`src/rtl/if_fetch_unit.sv`:
```
// if_fetch_unit: instruction fetch front end.
// Owns the fetch PC and drives a req/ready instruction-memory port.
// Presents each fetched word with its PC+4 to the IF/ID register.
// When no word is presented, the outputs carry the all-zero bubble.
//
// Handshake: imem_req stays high with imem_addr stable until the
// one-cycle imem_ready pulse. imem_rdata is valid in that same cycle.
// A presented word (valid=1) is consumed on a rising edge where the unit
// is holding a word and neither freeze nor branch_taken is high.
module if_fetch_unit #(
    parameter logic [31:0] RESET_PC = 32'h0000_0000
) (
    input  logic        clk,
    input  logic        rst,
    input  logic        freeze,
    input  logic        branch_taken,
    input  logic [31:0] branch_address,
    output logic        imem_req,
    output logic [31:0] imem_addr,
    input  logic        imem_ready,
    input  logic [31:0] imem_rdata,
    output logic [31:0] PC,
    output logic [31:0] instruction,
    output logic        valid
);

    typedef enum logic [1:0] {
        FETCH   = 2'd0,  // request outstanding, result will be kept
        DISCARD = 2'd1,  // request outstanding, result will be dropped
        HOLD    = 2'd2   // presenting a word to IF/ID, no request
    } state_e;

    state_e      state_q, state_d;
    logic [31:0] fetch_pc_q, fetch_pc_d;
    logic [31:0] target_q, target_d;
    logic [31:0] instr_q, instr_d;
    logic [31:0] pc_q, pc_d;

    logic [31:0] br_tgt;
    logic [31:0] pc_plus4;

    // Branch targets are word aligned; the low two bits are forced to zero.
    assign br_tgt   = branch_address & 32'hFFFF_FFFC;
    // Modulo-2^32 increment, so the top word wraps to address zero.
    assign pc_plus4 = fetch_pc_q + 32'd4;

    // State register and datapath registers, asynchronously cleared.
    always_ff @(posedge clk or negedge rst) begin
        if (!rst) begin
            state_q    <= FETCH;
            fetch_pc_q <= RESET_PC;
            target_q   <= 32'h0;
            instr_q    <= 32'h0;
            pc_q       <= 32'h0;
        end else begin
            state_q    <= state_d;
            fetch_pc_q <= fetch_pc_d;
            target_q   <= target_d;
            instr_q    <= instr_d;
            pc_q       <= pc_d;
        end
    end

    // Next-state logic: fetch, redirect and consumption decisions.
    always_comb begin
        state_d    = state_q;
        fetch_pc_d = fetch_pc_q;
        target_d   = target_q;
        instr_d    = instr_q;
        pc_d       = pc_q;
        case (state_q)
            FETCH: begin
                if (imem_ready) begin
                    if (branch_taken) begin
                        // Returned word is on the wrong path; refetch at target.
                        fetch_pc_d = br_tgt;
                    end else begin
                        instr_d    = imem_rdata;
                        pc_d       = pc_plus4;
                        fetch_pc_d = pc_plus4;
                        state_d    = HOLD;
                    end
                end else if (branch_taken) begin
                    // Address must not move under an outstanding request,
                    // so park the target until the memory answers.
                    target_d = br_tgt;
                    state_d  = DISCARD;
                end
            end
            DISCARD: begin
                if (imem_ready) begin
                    fetch_pc_d = branch_taken ? br_tgt : target_q;
                    state_d    = FETCH;
                end else if (branch_taken) begin
                    // Newest redirect wins.
                    target_d = br_tgt;
                end
            end
            HOLD: begin
                if (branch_taken) begin
                    // Redirect beats freeze: the held word is squashed.
                    fetch_pc_d = br_tgt;
                    state_d    = FETCH;
                end else if (!freeze) begin
                    state_d = FETCH;
                end
            end
            default: begin
                state_d = FETCH;
            end
        endcase
    end

    // Outputs: request gated by reset, bubble whenever nothing is presented.
    always_comb begin
        imem_req    = rst && (state_q != HOLD);
        imem_addr   = fetch_pc_q;
        valid       = rst && (state_q == HOLD);
        PC          = valid ? pc_q : 32'h0;
        instruction = valid ? instr_q : 32'h0;
    end

endmodule

```
`config.mk`:
```
export PLATFORM = sky130hd
export DESIGN_NAME = if_fetch_unit
export DESIGN_NICKNAME = d
export VERILOG_FILES = /design/src/rtl/if_fetch_unit.sv
export SDC_FILE = /design/constraint.sdc
export NUM_CORES = 1
export LEC_CHECK = 0
export ABC_CLOCK_PERIOD_IN_PS = 2920
export BUFFER_PORTS_ARGS = -buffer_cell sky130_fd_sc_hd__buf_2
export CELL_PAD_IN_SITES_DETAIL_PLACEMENT = 0
export CELL_PAD_IN_SITES_GLOBAL_PLACEMENT = 1
export CORE_MARGIN = 4
export CORE_UTILIZATION = 41
export CTS_BUF_LIST = sky130_fd_sc_hd__clkbuf_4 sky130_fd_sc_hd__clkbuf_8 sky130_fd_sc_hd__clkbuf_16
export DETAILED_ROUTE_END_ITERATION = 8
export GPL_ROUTABILITY_DRIVEN = 0
export PLACE_DENSITY = 0.91
export SLEW_MARGIN = 15
export SYNTH_ARGS = -nofsm -noshare
export SYNTH_HDL_FRONTEND = slang
export SYNTH_SLANG_ARGS = --single-unit
```
`constraint.sdc`:
```
create_clock -name clk -period 2.92 [get_ports clk]
set_input_delay 0.438 -clock clk [delete_from_list [all_inputs] [get_ports clk]]
set_output_delay 0.438 -clock clk [all_outputs]
set_load 0.1 [all_outputs]
```
==> results of run 1 <==
==> cells by family (layout without fill, tap and decap cells) <==
kind of cell             count (synthesis)  after routing  share of synthesized area, %
multiplexers                            71             71                          11.3
buffers and inverters                   80            229                          4.68
AND/OR/NAND/NOR                        232            232                          17.4
adder cells (fa/ha/maj)                  4              4                         0.712
AO/OA/AOI/OAI                          178            178                          16.2
flip-flops                             130            130                          46.3
XOR/XNOR                                28             28                          3.49
==> worst min path at each step <==
| stage | from | endpoint | slack [ps] | cells past startpoint |
|---|---|---|---|---|
| final | imem_rdata[30] | instr_q[30]$_DFFE_PN0P_ | 250 | 2 |
| after global routing | imem_rdata[8] | instr_q[8]$_DFFE_PN0P_ | 240 | 2 |
| after CTS | imem_rdata[28] | instr_q[28]$_DFFE_PN0P_ | 240 | 2 |
| after detailed placement | rst | instr_q[2]$_DFFE_PN0P_ | 360 | 1 |
| after global placement | rst | instr_q[2]$_DFFE_PN0P_ | 360 | 1 |
| after floorplan | rst | imem_addr[0]$_DFFE_PN0P_ | 140 | 0 |
==> timing repair <==
| action | 4_1_cts | 5_1_grt |
|---|---|---|
| setup endpoints to repair | 0 | 0 |
| endpoints found under the hold margin | 19 | 0 |
| hold buffers | 1 | 0 |
==> worst register-to-register path, delay by kind of cell (launching register included) <==
| kind | cells | cell delay [ps] |
|---|---|---|
| buffers and inverters | 2 | 380 |
| and+or+nand+nor | 1 | 440 |
| DFF | 1 | 440 |
| AOI/OAI and AO/OA | 2 | 640 |
| adders and majority gates | 1 | 300 |
==> stage by stage <==
stage          std cells  hold slack (ps)  setup WS (ps)  instance area (µm²)
2_1_floorplan        723              142           95.7                 7030
3_3_place_gp        1062              356            638                 8090
3_5_place_dp        1062              363            627                 8090
4_1_cts             1092              235            256                 8710
5_1_grt             1092              236            155                 8710
6_report            1092              253            268                 8710
==> metal layers <==
layer	track usage, %	part of all wire (%)	up-vias
met2	29.2	44	209
met1	28.6	48	2803
met3	5.00	6.4	19
met5	0	0	-
met4	5.61	1.3	0
li1	-	-	2883
==> synthesized netlist by cell type (3+ instances only) <==
cell type	n
o22a_1	5
nand3_1	16
mux2_2	65
nand4_1	12
clkbuf_1	48
a21oi_1	48
buf_4	3
and2_1	4
buf_1	3
a221oi_1	8
and3_1	70
a31oi_1	7
mux2i_1	6
o21ai_0	50
nor2_1	21
dfrtp_1	130
nor4_1	3
a221o_1	4
a2bb2oi_1	9
ha_1	4
xnor2_1	12
nor3_1	9
a21o_1	7
xor2_1	16
a211oi_1	6
o22ai_1	4
o21a_1	4
buf_2	13
inv_1	12
and4_1	4
nor2b_1	4
o31ai_1	6
o21ai_1	3
nand2_1	75
a22o_1	6
==> registers in the layout, indices dropped and copies added (netlist names) <==
signal	count
target_q	32
instr_q	32
imem_addr	32
state_q	2
pc_q	32
==> layout make-up <==
type                    count  area, µm²  area share [%]
multi-input cells         513       3470            39.8
clock buffers              24        509            5.85
clock inverters             5        100            1.15
flip-flops and latches    130       3250            37.3
repair buffers            188       1060            12.2
inverters                  12       45.0           0.517
well taps                 220        275            3.16
==> metrics.csv, run 1 <==
metric,value,unit
num_vias,5914,
ff2ff_setup_slack,600,ps
critical_path_cell_count,5,
synth.distinct_cells,57,
worstReg2RegEnd,imem_addr[5]$_DFFE_PN0P_,
postCtsResizedCells,0,
rows,47,
crit_chain,"dlygate4sd3_1, buf_6, buf_12, and3_1, buf_2",
ys_seq_area_share,46.3,%
die-width,139,µm
first_global_vias,5556,
cts_buffer_depth,2,
clkTransAtPathRegs,50,ps
r2r_cells,6,
grt_pass1_wl,30700,µm
drtIter0Drc,291,
fillers,1531,
endpoint_kind,output pin,
place_hpwl,13700,µm
dr.pass1.iters,5,
start_kind,primary input,
fin_crit,2650,ps
crit_path_end,PC[31],
synth_top_area_share,46.3,%
cts_setup_buffers,0,
cp-startpoint,rst,
die_y,139,µm
synth-seq-cells,130,
syn-num-nets,796,
arrival,2210,ps
insertion_delay,420,ps
start_util,42.1,%
cts_inserted_buffers,17,
final_nets,935,
fin_setup_tns,0,ps
antenna_found_initial,0,
grt-ovfl-total,0,
cpMaxStageDelayCell,dlygate4sd3_1,
wl_per_cell,17.4,µm
htree_levels,4,
wl,19000,µm
die-area,0.0193,mm²
slowest_delay,540,ps
drv_cap,0,
area_delta_synth_final,23.9,%
setup_violations,0,
critPathMaxFanout,50,
fin_util,52.2,%
antenna_cells,0,
clock-root-buffer,clkbuf_16,
port-buffer-count,164,
path_class,in -> out,
crit_buf_inv,4,
ios,167,
critPathTopFamily,buffers and inverters,
drv_slew,0,
required,2480,ps
synth_ff_type,dfrtp_1,
syn_area,0.00703,mm²
drc_errors,0,
hold_viol,0,
yosys-top-cells-area,"dfrtp_1 46%, mux2_2 10%, and3_1 6.2%, nand2_1 4.0%, o21ai_0 3.6%",
tritoncts,done,
fp.coreArea,0.0167,mm²
layout_common_cells,"163 x buf_2, 130 x dfrtp_1, 75 x nand2_1",
cts_sinks,130,
grtUsageTotal,19.7,%
fmax,377,MHz
hp-class,in -> reg,
yosysTopAreaCell,dfrtp_1,
skew,6.01,ps
period_share,90.8,%
syn_avg_cell_area,9.72,µm²
r2r-start,state_q[0]$_DFFE_PN0P_,
synth-async-reset-ratio,100,%
synthCells,723,
grt_max_degree,51,
worst_slew_pin_slew,707,ps
drtAntennaViolNets,0,
yosysWarningCount,0,
synth-edff-count,0,
drive_gt1_share,33.9,%
maxSlewHeadroom,52.9,%
rsz0062_at_grt,false,
via_per_inst,5.42,
final_common_cell,buf_2,
status,completed,
Power of run 1 is left out: the tool's default activity adds up to more than one toggle a clock period on the data nets, which glitch-free logic cannot reach.
==> run 2, diff against run 1 <==
CTS_CLUSTER_DIAMETER = 60   (was unset)
PLACE_DENSITY = 0.78   (was 0.91)
REMOVE_ABC_BUFFERS = 1   (was unset)
==> run 2 against run 1 <==
Setup slack worse by 45 ps. Register-to-register slack worse by 250 ps. Clock-buffer cell count decreased by 1. Global-route usage up 1.4 points. Clock skew is essentially flat. Die area unchanged. Cell count increased by 1.0%. Final area is 0.90% higher. Flip-flop and latch count stayed put. Largest cell class unchanged. Highest routed layer unchanged.
==> metrics.csv, run 2 (synthesis gave the netlist of run 1 again) <==
metric,value,unit
fillers,1552,
postLayoutCellArea,0.00879,mm²
die_y,139,µm
hold_viol,0,
drc_errors,0,
path_class,in -> out,
ios,167,
hp-class,in -> reg,
final_nets,942,
fmax,371,MHz
fp.coreArea,0.0167,mm²
die-width,139,µm
fin_crit,2700,ps
multi_input_area,0.00347,mm²
grt_pass1_wl,33200,µm
postPlaceCellArea,0.00814,mm²
dr.pass1.iters,6,
place_hpwl,14300,µm
slowest_delay,540,ps
setup_violations,0,
clkTransAtPathRegs,50,ps
endpoint_kind,output pin,
first_global_vias,6250,
area_delta_synth_final,25.0,%
wl_per_cell,18.4,µm
cts_sinks,130,
final_common_cell,buf_2,
cts_buffer_depth,2,
num_vias,6139,
drv_cap,0,
maxSlewHeadroom,53.6,%
final_cells,1103,
status,completed,
drv_slew,0,
rsz0062_at_grt,false,
cts_setup_buffers,0,
insertion_delay,420,ps
crit_chain,"dlygate4sd3_1, buf_6, buf_12, and3_1, buf_2",
required,2480,ps
grt-ovfl-total,0,
clock-root-buffer,clkbuf_16,
seq_area,0.00325,mm²
htree_levels,4,
worst_slew_pin_slew,689,ps
placedCellCount,1069,
start_util,42.1,%
port-buffer-count,164,
start_kind,primary input,
antenna_found_initial,1,
postCtsResizedCells,0,
critPathMaxFanout,50,
layout_common_cells,"163 x buf_2, 130 x dfrtp_1, 75 x nand2_1",
period_share,92.4,%
fin_util,52.6,%
cpMaxStageDelayCell,dlygate4sd3_1,
wl,20300,µm
drtIter0Drc,277,
rows,47,
skew,5.82,ps
cts_inserted_buffers,17,
via_per_inst,5.57,
tritoncts,done,
drtAntennaViolNets,0,
arrival,2260,ps
grt_max_degree,52,
drive_gt1_share,34.7,%
die-area,0.0193,mm²
grtUsageTotal,21.1,%
## run 2: cell types whose count changed in the layout (fill, tap and decap cells not counted), sizes merged
cell,change
clkbuf,-1
clkinv,+2
clkinvlp,+2
buf,+7
diode,+1
## run 2: worst paths after layout
check	from	to	slack [ps]	cells past startpoint
worst min-delay path	imem_rdata[4]	instr_q[4]$_DFFE_PN0P_	240	2
worst max register to register	state_q[1]$_DFFE_PN0P_	imem_addr[31]$_DFFE_PN0P_	350	8
min in group asynchronous	rst	instr_q[31]$_DFFE_PN0P_	490	2
worst min register to register	pc_q[25]$_DFFE_PN0P_	pc_q[25]$_DFFE_PN0P_	470	2
worst max-delay path	rst	instruction[19]	220	5
max in group asynchronous	rst	pc_q[7]$_DFFE_PN0P_	1730	4
## run 2: layer usage
layer | wire length (µm) | vias up | GRT usage [%]
li1 | - | 2900 | -
met1 | 8780 | 3009 | 27.6
met2 | 10100 | 192 | 34.9
met3 | 969 | 38 | 3.86
met4 | 480 | 0 | 8.08
met5 | 0 | - | 0
## run 2: area by class of cell
| cell class | count | share of cell area [%] |
|---|---|---|
| diodes | 1 | 0.0285 |
| clock buffers | 23 | 5.78 |
| clock inverters | 9 | 1.42 |
| inverters | 12 | 0.512 |
| multi-input cells | 513 | 39.5 |
| flip-flops and latches | 130 | 37.0 |
| well taps | 220 | 3.13 |
| repair buffers | 195 | 12.7 |
## run 2: worst max-delay path, delay by kind of cell
family / cells / cell delay (ps)
buf+inv: 4 / 1580
simple gates: 1 / 180
## run 2: what timing repair did
| action | CTS | global route |
|---|---|---|
| hold buffers | 1 | 0 |
| endpoints found under the setup margin | 0 | 0 |
| endpoints found under the hold margin | 20 | 0 |
## run 2: per-stage QoR
stage / setup WS, ps / TNS [ps] / hold WS (ps)
final: 223 / 0 / 244
after global routing: 88.5 / 0 / 239
after CTS: 205 / 0 / 230
after detailed placement: 363 / 0 / 370
after global placement: 466 / 0 / 365
after floorplan: -401 / -19820 / 142
Power of run 2 is left out for the same reason.
==> run 3, diff against run 2 <==
PLACE_DENSITY = 0.9   (was 0.78)
==> run 3 against run 2 <==
Setup slack better by 2.9 ps. Via count down 1.8%. Cell count about the same. Maximum frequency up 0.11%. Routed wire length down 3.2%. Non-clock buffer count unchanged. Flip-flop and latch count unchanged. Largest cell class unchanged.
==> metrics.csv, run 3 (synthesis gave the netlist of run 1 again) <==
metric,value,unit
status,completed,
tritoncts,done,
grtUsageTotal,20.3,%
drtIter0Drc,441,
fmax,371,MHz
dp_slack,451,ps
slowest_delay,430,ps
grt_max_degree,58,
period_share,92.3,%
clock-root-buffer,clkbuf_16,
rows,47,
start_kind,flop,
num_vias,6031,
die-area,0.0193,mm²
cts_sinks,130,
arrival,2260,ps
layout_common_cells,"163 x buf_2, 130 x dfrtp_1, 75 x nand2_1",
hold_viol,0,
setup_violations,0,
hp-class,in -> reg,
rsz0062_at_grt,false,
ios,167,
holdPathStages,2,
path_class,reg -> out,
skew,6.65,ps
start_util,42.1,%
drc_errors,0,
drv_slew,0,
worst_slew_pin_slew,648,ps
port-buffer-count,164,
antenna_found_initial,0,
cts_buffer_depth,2,
cts_inserted_buffers,17,
final_common_cell,buf_2,
clkTransAtPathRegs,60,ps
htree_levels,4,
grt_pass1_wl,31800,µm
drv_cap,0,
first_global_vias,5961,
cts_setup_buffers,0,
dr.pass1.iters,7,
cpMaxStageDelayCell,dfrtp_1,
crit_chain,"inv_1, ha_4, buf_12, and3_1, buf_2",
fillers,1498,
drive_gt1_share,34.7,%
wl,19700,µm
antenna_cells,0,
die_y,139,µm
fin_crit,2690,ps
area_delta_synth_final,25.4,%
grt-ovfl-total,0,
maxSlewHeadroom,56.4,%
r2r_cells,8,
die-width,139,µm
critPathMaxFanout,49,
endpoint_kind,output pin,
drtAntennaViolNets,0,
insertion_delay,420,ps
required,2480,ps
final_nets,942,
fp.coreArea,0.0167,mm²
wl_per_cell,17.9,µm
via_per_inst,5.47,
finalWorstSetupSlack,226,ps
place_hpwl,13700,µm
==> run 3: changes by cell type in the layout (fill, tap and decap cells not counted), sizes merged <==
cell	before	now
clkinv	4	1
diode	1	0
clkinvlp	2	0
clkbuf	23	28
==> run 3: path summary, 6_finish.rpt <==
kind | endpoint | startpoint | slack (ps)
worst max-delay path | PC[31] | state_q[0]$_DFFE_PN0P_ | 230
worst min-delay path | instr_q[13]$_DFFE_PN0P_ | imem_rdata[13] | 250
worst max register to register | imem_addr[17]$_DFFE_PN0P_ | state_q[0]$_DFFE_PN0P_ | 480
worst min register to register | pc_q[12]$_DFFE_PN0P_ | pc_q[12]$_DFFE_PN0P_ | 470
max in group asynchronous | target_q[16]$_DFFE_PN0P_ | rst | 1700
min in group asynchronous | instr_q[0]$_DFFE_PN0P_ | rst | 470
==> run 3: area by class of cell <==
type,instances,area (µm²),area share [%]
well taps,220,275,3.12
clock inverters,4,95.1,1.08
clock buffers,28,533,6.05
multi-input cells,513,3480,39.4
flip-flops and latches,130,3250,36.9
inverters,12,45.0,0.511
repair buffers,195,1140,12.9
==> run 3: stage by stage <==
step | hold WS (ps) | TNS (ps) | util [%] | std cells | cell area [µm²]
5_1_grt | 240 | 0 | 52.8 | 1102 | 8820
3_5_place_dp | 345 | 0 | 48.9 | 1069 | 8170
3_3_place_gp | 349 | 0 | 48.9 | 1069 | 8170
2_1_floorplan | 142 | -19820 | - | 655 | 6750
4_1_cts | 236 | 0 | 52.7 | 1102 | 8810
6_report | 249 | 0 | 52.8 | 1102 | 8820
==> run 3: metal layers <==
metal,share of wire (%),routed length [µm],global-route usage (%),up-vias
met5,0,0,0,-
met4,1.9,374,6.18,0
met3,7.0,1370,5.93,35
met2,47,9230,32.2,219
met1,44,8720,26.9,2866
li1,-,-,-,2911
==> run 3: worst max-delay path: cells and delay by family (launching register included) <==
kind          cells  cell delay [ps]
fa+ha+maj         1              320
buf+inv           3              830
flops             1              430
simple gates      1              210
==> run 3: timing repair <==
action	4_1_cts	5_1_grt
gates resized for setup	0	1
endpoints found under the hold margin	20	0
hold buffers	1	0
setup endpoints to repair	0	29
Power of run 3 is left out for the same reason.
